File: src/rtl/conv_relu_maxpool.sv
// ReLU plus 2x2 stride-2 max pooling on IEEE-754 single feature rows.
// Two rows are merged into one pooled row, which is then streamed out one word per handshake.
module conv_relu_maxpool #(
  parameter int ARRAY_SIZE   = 6,
  parameter int DATA_WIDTH   = 32,
  parameter int FEATURE_ROWS = 6,
  parameter int RELU_EN      = 1
) (
  input  logic                                 clk,
  input  logic                                 rst_n,
  input  logic [ARRAY_SIZE*DATA_WIDTH-1:0]     in_feature,
  input  logic                                 in_valid,
  output logic                                 in_ready,
  output logic [DATA_WIDTH-1:0]                out_data,
  output logic                                 out_valid,
  input  logic                                 out_ready,
  output logic [$clog2(ARRAY_SIZE/2)-1:0]      out_col,
  output logic [$clog2(FEATURE_ROWS/2)-1:0]    out_row,
  output logic                                 frame_done
);
  localparam int PAIRS     = ARRAY_SIZE / 2;
  localparam int ROW_PAIRS = FEATURE_ROWS / 2;
  localparam int CW        = $clog2(PAIRS);
  localparam int RW        = $clog2(ROW_PAIRS);
  localparam logic [CW-1:0] LAST_COL = CW'(PAIRS - 1);
  localparam logic [RW-1:0] LAST_ROW = RW'(ROW_PAIRS - 1);

  // Handshakes: a transfer happens on a rising edge where valid and ready are both high;
  // valid never drops and data never changes until that transfer.
  typedef enum logic [1:0] {ROW_EVEN, ROW_ODD, SEND} state_t;
  state_t state;

  logic [DATA_WIDTH-1:0] lane     [ARRAY_SIZE];
  logic [DATA_WIDTH-1:0] hmax     [PAIRS];
  logic [DATA_WIDTH-1:0] pair_buf [PAIRS];
  logic [DATA_WIDTH-1:0] result   [PAIRS];

  // Total-order max over float bit patterns; ties keep the left operand.
  function automatic logic [DATA_WIDTH-1:0] fmax(input logic [DATA_WIDTH-1:0] a,
                                                 input logic [DATA_WIDTH-1:0] b);
    logic [DATA_WIDTH-1:0] r;
    if (RELU_EN != 0)                          r = (b > a) ? b : a;
    else if (a[DATA_WIDTH-1] != b[DATA_WIDTH-1]) r = a[DATA_WIDTH-1] ? b : a;
    else if (a[DATA_WIDTH-1])                  r = (b < a) ? b : a;
    else                                       r = (b > a) ? b : a;
    return r;
  endfunction

  for (genvar i = 0; i < ARRAY_SIZE; i++) begin : g_lane
    logic [DATA_WIDTH-1:0] raw;
    assign raw     = in_feature[(ARRAY_SIZE-i)*DATA_WIDTH-1 -: DATA_WIDTH];
    assign lane[i] = (RELU_EN != 0 && raw[DATA_WIDTH-1]) ? '0 : raw;
  end

  for (genvar k = 0; k < PAIRS; k++) begin : g_hmax
    assign hmax[k] = fmax(lane[2*k], lane[2*k+1]);
  end

  assign in_ready   = (state != SEND);
  assign out_data   = result[out_col];
  assign frame_done = out_valid & out_ready & (out_col == LAST_COL) & (out_row == LAST_ROW);

  always_ff @(posedge clk or negedge rst_n) begin
    if (!rst_n) begin
      state     <= ROW_EVEN;
      out_valid <= 1'b0;
      out_col   <= '0;
      out_row   <= '0;
      for (int k = 0; k < PAIRS; k++) begin
        pair_buf[k] <= '0;
        result[k]   <= '0;
      end
    end else begin
      case (state)
        ROW_EVEN: begin
          if (in_valid) begin
            for (int k = 0; k < PAIRS; k++) pair_buf[k] <= hmax[k];
            state <= ROW_ODD;
          end
        end
        ROW_ODD: begin
          if (in_valid) begin
            for (int k = 0; k < PAIRS; k++) result[k] <= fmax(pair_buf[k], hmax[k]);
            out_col   <= '0;
            out_valid <= 1'b1;
            state     <= SEND;
          end
        end
        SEND: begin
          if (out_ready) begin
            if (out_col != LAST_COL) begin
              out_col <= out_col + 1'b1;
            end else begin
              out_valid <= 1'b0;
              out_row   <= (out_row == LAST_ROW) ? '0 : out_row + 1'b1;
              state     <= ROW_EVEN;
            end
          end
        end
        default: state <= ROW_EVEN;
      endcase
    end
  end
endmodule

File: config.mk
export PLATFORM = sky130hd
export DESIGN_NAME = conv_relu_maxpool
export DESIGN_NICKNAME = d
export VERILOG_FILES = /design/src/rtl/conv_relu_maxpool.sv
export SDC_FILE = /design/constraint.sdc
export NUM_CORES = 1
export LEC_CHECK = 0
export CORE_MARGIN = 2
export CORE_UTILIZATION = 45
export CTS_CLUSTER_SIZE = 8
export DETAILED_ROUTE_END_ITERATION = 6
export PLACE_DENSITY = 0.71
export SLEW_MARGIN = 30
export SYNTH_ARGS = -nofsm -noshare
export SYNTH_HDL_FRONTEND = slang
export SYNTH_SLANG_ARGS = --single-unit
File: constraint.sdc
create_clock -name clk -period 2.2 [get_ports clk]
set_input_delay 0.33 -clock clk [delete_from_list [all_inputs] [get_ports clk]]
set_output_delay 0.33 -clock clk [all_outputs]
set_load 0.005 [all_outputs]
==> metrics.log, run 1 <==
[metrics] CP max FO: 7
[metrics] CP endpoint kind: register
[metrics] FILL cells: 1677
[metrics] static power due to leakage: 0.0138 uW
[metrics] Max VDD drop: 0.864 mV
[metrics] weighted congestion at the end of routability-driven global placement: 0.941
[metrics] GRT Resource Usage Total: 36.2%
[metrics] DRC violations left: 3
[metrics] horizontal die dimension: 192 um
[metrics] Worst Clk Skew: 0.0163 ns
[metrics] critical path's largest stage delay: 0.46 ns
[metrics] Ys Warns: 0
[metrics] number of synthesized flops with an enable pin: 0
[metrics] clock tree from TritonCTS: built
[metrics] slew at the pin with the worst max-slew slack: 1.04 ns
[metrics] Reg area: 4830 um2
[metrics] outcome: complete, but fails checks
[metrics] worst reg2reg path endpoint: result[10]
[metrics] area of the mapped netlist: 15900 um2
[metrics] number of max-cap violations: 0
[metrics] most frequent cells in the layout: 522 x buf_4, 211 x inv_1, 192 x dfrtp_1, 162 x nand2_1, 129 x clkdlybuf4s50_1
[metrics] Final Hold Viols: 0
[metrics] post-route cell area: 28600 um2
[metrics] layout net count: 3103
[metrics] TNS Setup: -321.79 ns
[metrics] antenna viol nets, final: 0
[metrics] GR Overflow Total: 0
[metrics] Finish-stage setup viols: 218
[metrics] relative slew slack: 30.3%
[metrics] commonest non-fill, non-tap cell in the layout: buf_4
[metrics] fraction of power spent switching nets: 45.6%
[metrics] Cell Area, Placed: 23300 um2
[metrics] fmax: 0.181 GHz
[metrics] internal reg-to-reg setup slack: -1.03 ns
[metrics] crit path DAT: 5.81 ns
[metrics] growth of design area from synthesis to finish: 79.9%
[metrics] cells traversed along the worst timing path: dlygate4sd2_1 > nor2b_4 > inv_1 > ha_4 > nand4_1 > nor2_1 > a211oi_4 > a21oi_4 > o21bai_4 > buf_12 > buf_12 > mux2i_4 > inv_2 > ha_4 > buf_4 > nand2_1 > o21ai_0 > a21oi_1 > o211ai_1 > a31oi_4 > or2_4 > buf_12 > buf_12 > o211ai_2
[metrics] worst setup slack after layout: -3.32 ns
[metrics] number of I/O pins: 235
[metrics] start-to-end type of the worst setup path: in -> reg
[metrics] std cell rows: 68
[metrics] Place WS: -3.13 ns
[metrics] cell occurring most often along the worst timing path: buf_12
[metrics] routed via count divided by cell count: 6.38
[metrics] PortBufs: 233
[metrics] core box area: 34700 um2
[metrics] global routing usage on met1: 41.7%
[metrics] global-route met2 utilization: 61.4%
[metrics] unrepaired setup endpoints after global routing: yes
[metrics] violated checks: DRC, setup timing
[metrics] starting DRC count in detailed routing: 2978
[metrics] Power Dens Cells: 990 nW/um2
[metrics] max-slew violations: 0
[metrics] Initial Utilization: 45.8%
[metrics] RR Startpoint: pair_buf[13]
[metrics] number of iterations in the first detailed-routing pass: 7
[metrics] Detailed Route WL: 85.3 mm
[metrics] TritonCTS Sinks: 193
[metrics] final design utilization: 82.4%
[metrics] Post-synth top flop: dfrtp_1
[metrics] post-synthesis area per instance: 8.24 um2
[metrics] Gate Count Post-Synth: 1929
[metrics] routed length per placed instance: 26.7 um
[metrics] number of distinct standard cells referenced by the synthesized netlist: 56
[metrics] count of placed standard cells including taps: 2963
[metrics] Slowest cell on crit path: a211oi_4
[metrics] vias after detailed routing: 20357
[metrics] synthesized net count: 2312
[metrics] fraction of power consumed by sequential logic: 24.9%
[metrics] clock tree buffer depth: 2
[metrics] sequential element share of the synthesized area: 30.4%
[metrics] flip-flop and latch count after synthesis: 193
[metrics] worst r2r path cells: 11
[metrics] Detailed Place HPWL: 40.4 mm
[metrics] fraction of the cycle the final worst path needs: 251%
[metrics] number of standard cells in the layout, taps in and fillers out: 3191
[metrics] Reg clk slew, reported paths: 0.08 ns
[metrics] cell internal pwr: 15400 uW
[metrics] proportion of power drawn by the clock network: 12.1%
[metrics] CTS HTree Levels: 4
[metrics] minimum clock period after layout: 5.52 ns
[metrics] most utilized layer in the global route result: met2
[metrics] area of combinational cells with multiple inputs: 13200 um2
[metrics] startpoint type of the worst setup path: input pin
[metrics] via count of the first global-routing pass: 19511
[metrics] CTS root buffer: clkbuf_16
[metrics] data required time at the worst endpoint: 2.49 ns
[metrics] met3 Track Usage GR: 7.75%
[metrics] largest net degree at the start of global routing: 63
[metrics] clock network latency to the later pin of the worst-skew pair: 0.45 ns
[metrics] initial antenna violation count: 9
[metrics] NetSw: 12900 uW
[metrics] fraction of layout cells with a size suffix above 1: 44.8%
[metrics] post-synthesis async set-or-reset flop share: 100%
[metrics] floorplan die height: 192 um
[metrics] Gate power share: 63.0%
[metrics] Inserted Clock Buffers: 17
[metrics] path class of the lowest-slack min-delay path: in -> async
[metrics] number of buffer and inverter instances along the worst setup path: 8
[metrics] Die ar.: 36900 um2
[metrics] kind of cell adding the most delay to the critical path: compound AO/OA/AOI/OAI gates
[metrics] wire length of the first global-routing pass: 103 mm
-- per-layer routing --
layer / vias to the layer above / share of wire, %
li1: 8251 / -
met1: 9525 / 33
met2: 1830 / 45
met3: 747 / 12
met4: 4 / 10
met5: - / 0.027
-- area by class of cell --
class	instances	share of cell area [%]
repair buffers	883	29.4
inverters	252	3.31
diodes	3	0.0262
multi-input cells	1373	46.3
clock buffers	19	1.51
clock inverters	13	0.638
well taps	455	1.99
flip-flops and latches	193	16.9
-- timing repair --
item	in CTS	in global routing
hold buffers	1	0
pin swaps	110	123
endpoints found under the setup margin	218	218
buffers inserted	111	60
endpoints found under the hold margin	45	0
gates resized for setup	421	266
gates cloned	25	6
-- worst reg2reg max path: cells and delay by family (launching register included) --
family	cells	cell delay [ns]
compound gates	4	1.12
buf+inv	4	0.65
simple gates	2	0.51
flops	1	0.42
fa+ha+maj	1	0.36
-- state kept, by name, summed over array words and instances (netlist names) --
| name | cells |
|---|---|
| out_col | 2 |
| out_row | 2 |
| out_valid | 1 |
| pair_buf | 93 |
| result | 93 |
| state | 2 |
-- per-stage QoR --
stage	power (uW)	hold WS, ns
2_1_floorplan	13500	0.0344
3_3_place_gp	19200	0.317
3_5_place_dp	19800	0.322
4_1_cts	24600	0.412
5_1_grt	29200	0.489
6_report	28300	0.428
-- power by group through the flow --
stage | Combinational, uW | Sequential [uW] | Clock, uW
4_1_cts | 14700 | 6560 | 3330
6_report | 17800 | 7050 | 3430
3_3_place_gp | 12700 | 6540 | 0
5_1_grt | 18600 | 7070 | 3540
3_5_place_dp | 13200 | 6590 | 0
2_1_floorplan | 7320 | 6160 | 0
-- synth_stat cells (2+ instances only) --
cell type | instances | area [um2]
a211oi_1 | 8 | 60.1
a21o_1 | 17 | 128
a21oi_1 | 165 | 826
a221o_1 | 2 | 20.0
a221oi_1 | 7 | 61.3
a22o_1 | 2 | 17.5
a31oi_1 | 4 | 25.0
and2_1 | 2 | 12.5
and3_1 | 2 | 12.5
and4_1 | 5 | 43.8
buf_1 | 2 | 7.51
buf_2 | 10 | 50.1
buf_6 | 10 | 113
clkbuf_1 | 90 | 338
dfrtp_1 | 193 | 4830
ha_1 | 187 | 2340
inv_1 | 252 | 946
mux2i_1 | 94 | 941
nand2_1 | 170 | 638
nand2b_1 | 35 | 219
nand3_1 | 77 | 385
nand3b_1 | 4 | 30.0
nand4_1 | 63 | 394
nor2_1 | 107 | 402
nor2b_1 | 160 | 1000
nor3_1 | 7 | 35.0
nor3b_1 | 2 | 15.0
nor4_1 | 6 | 37.5
o211ai_1 | 37 | 278
o211ai_2 | 60 | 751
o21ai_0 | 90 | 450
o22ai_1 | 2 | 12.5
o31a_1 | 31 | 272
o31ai_1 | 3 | 22.5
or2_1 | 2 | 12.5
-- worst max-delay path by stage --
stage	start	endpoint	slack, ns	cells past startpoint
final	in_feature[43]	result[10]	-3.32	24
after global routing	in_feature[42]	result[10]	-3.36	24
after CTS	in_feature[100]	result[62]	-2.29	23
after detailed placement	in_feature[63]	result[13]	-3.13	21
after global placement	in_feature[63]	result[4]	-3.00	23
after floorplan	in_feature[63]	result[0]	-2.19	21
-- kinds of logic after synthesis --
logic type	Yosys count	synth area share [%]
other	1	0.0236
adder cells (fa/ha/maj)	187	14.7
AO/OA/AOI/OAI	440	19.0
multiplexers	95	5.99
XOR/XNOR	1	0.0551
flip-flops	193	30.4
AND/OR/NAND/NOR	647	20.6
buffers and inverters	365	9.19
(Power assumes the default switching activity.)
==> inputs of run 2 (changes only) <==
--- a/config.mk
+++ b/config.mk
@@ -9,7 +9,8 @@
 export CORE_UTILIZATION = 45
 export CTS_CLUSTER_SIZE = 8
 export DETAILED_ROUTE_END_ITERATION = 6
-export PLACE_DENSITY = 0.71
+export MAX_ROUTING_LAYER = met4
+export PLACE_DENSITY = 0.68
 export SLEW_MARGIN = 30
 export SYNTH_ARGS = -nofsm -noshare
 export SYNTH_HDL_FRONTEND = slang
==> constraint.sdc (replaced) <==
create_clock -name clk -period 7.13 [get_ports clk]
set_input_delay 1.0695 -clock clk [delete_from_list [all_inputs] [get_ports clk]]
set_output_delay 1.0695 -clock clk [all_outputs]
set_load 0.005 [all_outputs]
==> run 2 against run 1 <==
  * The run now ends clean
  * Core utilization fell by 27 points
  * Sequential power fell by 70%
  * Setup slack improved by 4.1 ns
  * Die area did not move
==> metrics.log, run 2 (same netlist as run 1, synthesis figures left out) <==
[metrics] vias after detailed routing: 14193
[metrics] std cell rows: 68
[metrics] max-slew violations: 0
[metrics] Reg clk slew, reported paths: 0.08 ns
[metrics] fmax: 0.157 GHz
[metrics] number of standard cells in the layout, taps in and fillers out: 2574
[metrics] number of I/O pins: 235
[metrics] PortBufs: 233
[metrics] number of max-cap violations: 0
[metrics] Inserted Clock Buffers: 17
[metrics] fraction of the cycle the final worst path needs: 89.6%
[metrics] fraction of layout cells with a size suffix above 1: 6.70%
[metrics] CP endpoint kind: register
[metrics] Final Hold Viols: 0
[metrics] critical path's largest stage delay: 0.71 ns
[metrics] TNS Setup: 0 ns
[metrics] postcts setup bufs: 0
[metrics] Initial Utilization: 45.8%
[metrics] relative slew slack: 44.3%
[metrics] Detailed Place HPWL: 35.2 mm
[metrics] growth of design area from synthesis to finish: 21.6%
[metrics] largest registers: pair_buf: 93 flops, result: 93 flops
[metrics] layout net count: 2489
[metrics] cts-stage hold buffer count: 0
[metrics] Worst Clk Skew: 0.0135 ns
[metrics] Detailed Route WL: 45.9 mm
[metrics] outcome: completed
[metrics] cells traversed along the worst timing path: clkdlybuf4s50_1 > nor2b_1 > inv_1 > ha_1 > nand4_1 > or4_1 > nor4_1 > o21bai_4 > buf_4 > mux2i_1 > inv_1 > ha_1 > nand4_1 > nor4_2 > nand3_1 > a22o_1 > a31oi_2 > or2_1 > buf_12 > o211ai_1
[metrics] data required time at the worst endpoint: 7.43 ns
[metrics] number of buffer and inverter instances along the worst setup path: 5
[metrics] count of placed standard cells including taps: 2541
[metrics] post-cts gate resize count: 0
[metrics] most frequent cells in the layout: 252 x inv_1, 232 x clkdlybuf4s50_1, 192 x dfrtp_1, 187 x ha_1, 170 x nand2_1
[metrics] GR Overflow Total: 0
[metrics] core box area: 34700 um2
[metrics] wire length of the first global-routing pass: 73.4 mm
[metrics] initial antenna violation count: 0
[metrics] static power due to leakage: 0.00933 uW
[metrics] kind of cell adding the most delay to the critical path: simple AND/OR/NAND/NOR gates
[metrics] slew at the pin with the worst max-slew slack: 0.836 ns
[metrics] CP max FO: 21
[metrics] starting DRC count in detailed routing: 1044
[metrics] largest net degree at the start of global routing: 94
[metrics] CTS root buffer: clkbuf_16
[metrics] Die ar.: 36900 um2
[metrics] Finish-stage setup viols: 0
[metrics] GRT Resource Usage Total: 25.8%
[metrics] clock network latency to the later pin of the worst-skew pair: 0.44 ns
[metrics] routed via count divided by cell count: 5.51
[metrics] number of iterations in the first detailed-routing pass: 5
[metrics] floorplan die height: 192 um
[metrics] number of diodes added for antenna fixing: 0
[metrics] CTS HTree Levels: 4
[metrics] crit path DAT: 6.69 ns
[metrics] FILL cells: 3159
[metrics] horizontal die dimension: 192 um
[metrics] antenna viol nets, final: 0
[metrics] Max VDD drop: 0.204 mV
[metrics] routed length per placed instance: 17.8 um
[metrics] clock tree from TritonCTS: built
[metrics] clock tree buffer depth: 2
[metrics] Power Dens Cells: 322 nW/um2
[metrics] via count of the first global-routing pass: 14006
[metrics] DRC violations left: 0
[metrics] path class of the lowest-slack min-delay path: reg -> reg
[metrics] startpoint type of the worst setup path: input pin
[metrics] start-to-end type of the worst setup path: in -> reg
[metrics] commonest non-fill, non-tap cell in the layout: inv_1
[metrics] minimum clock period after layout: 6.39 ns
[metrics] weighted congestion at the end of routability-driven global placement: 0.929
[metrics] unrepaired setup endpoints after global routing: no
[metrics] TritonCTS Sinks: 193
[metrics] Slowest cell on crit path: clkdlybuf4s50_1
[run 2: changes by cell type in the layout (fill, tap and decap cells not counted), moves of 47 or more]
cell | before | now
nor2b_4 | 110 | 0
buf_6 | 59 | 3
mux2i_4 | 52 | 0
o21ai_0 | 43 | 90
buf_4 | 522 | 30
nor2b_1 | 22 | 160
mux2i_1 | 33 | 94
dlygate4sd2_1 | 62 | 0
ha_4 | 82 | 0
clkdlybuf4s50_1 | 129 | 232
ha_1 | 105 | 187
[run 2: final timing paths]
path	end	slack (ns)	depth (start not counted)	start
setup / recovery	result[0]	0.74	20	in_feature[63]
hold / removal	result[61]	0.50	2	result[61]
setup reg to reg	result[46]	4.42	10	pair_buf[59]
hold reg to reg	result[61]	0.50	2	result[61]
max in group asynchronous	pair_buf[60]	5.27	2	rst_n
min in group asynchronous	result[88]	0.60	1	rst_n
[run 2: worst min-delay path: stages (launching register included)]
cell	delay, ns
dfrtp_1	0.35
nand2_1	0.06
o211ai_2	0.05
[run 2: layout make-up]
type / count / area (um2) / share of cell area (%)
repair buffers: 271 / 2720 / 14.0
well taps: 455 / 569 / 2.94
clock inverters: 14 / 169 / 0.873
clock buffers: 18 / 429 / 2.22
multi-input cells: 1371 / 9680 / 50.0
flip-flops and latches: 193 / 4830 / 25.0
inverters: 252 / 946 / 4.89
[run 2: power breakdown]
part | switching, uW | total, uW | internal (uW)
Combinational | 1690 | 3090 | 1400
Clock | 465 | 996 | 530
Sequential | 505 | 2140 | 1630
[run 2: routing by layer]
layer / routed length (um) / GRT usage [%]
met3: 2470 / 2.48
met5: 0 / -
met4: 1230 / 7.66
met1: 20700 / 34.5
met2: 21500 / 41.8
[run 2: through the flow]
stage | hold slack, ns | worst slack, ns | util, % | total power (uW) | area [um2]
after floorplan | 0.457 | 1.81 | - | 3970 | 15900
after global placement | 0.473 | 0.383 | 53.8 | 5120 | 18700
after detailed placement | 0.478 | 0.349 | 53.9 | 5230 | 18700
after CTS | 0.500 | 0.746 | 55.6 | 6240 | 19300
after global routing | 0.529 | 0.323 | 55.7 | 6710 | 19300
final | 0.498 | 0.741 | 55.7 | 6230 | 19300
==> inputs of run 3 (changes only) <==
--- a/config.mk
+++ b/config.mk
@@ -11,6 +11,7 @@
 export DETAILED_ROUTE_END_ITERATION = 6
 export MAX_ROUTING_LAYER = met4
 export PLACE_DENSITY = 0.68
+export SETUP_SLACK_MARGIN = 0.3
 export SLEW_MARGIN = 30
 export SYNTH_ARGS = -nofsm -noshare
 export SYNTH_HDL_FRONTEND = slang
==> results of run 3 <==
Same layout as run 2: the final DEF is identical, and so are final timing and power.
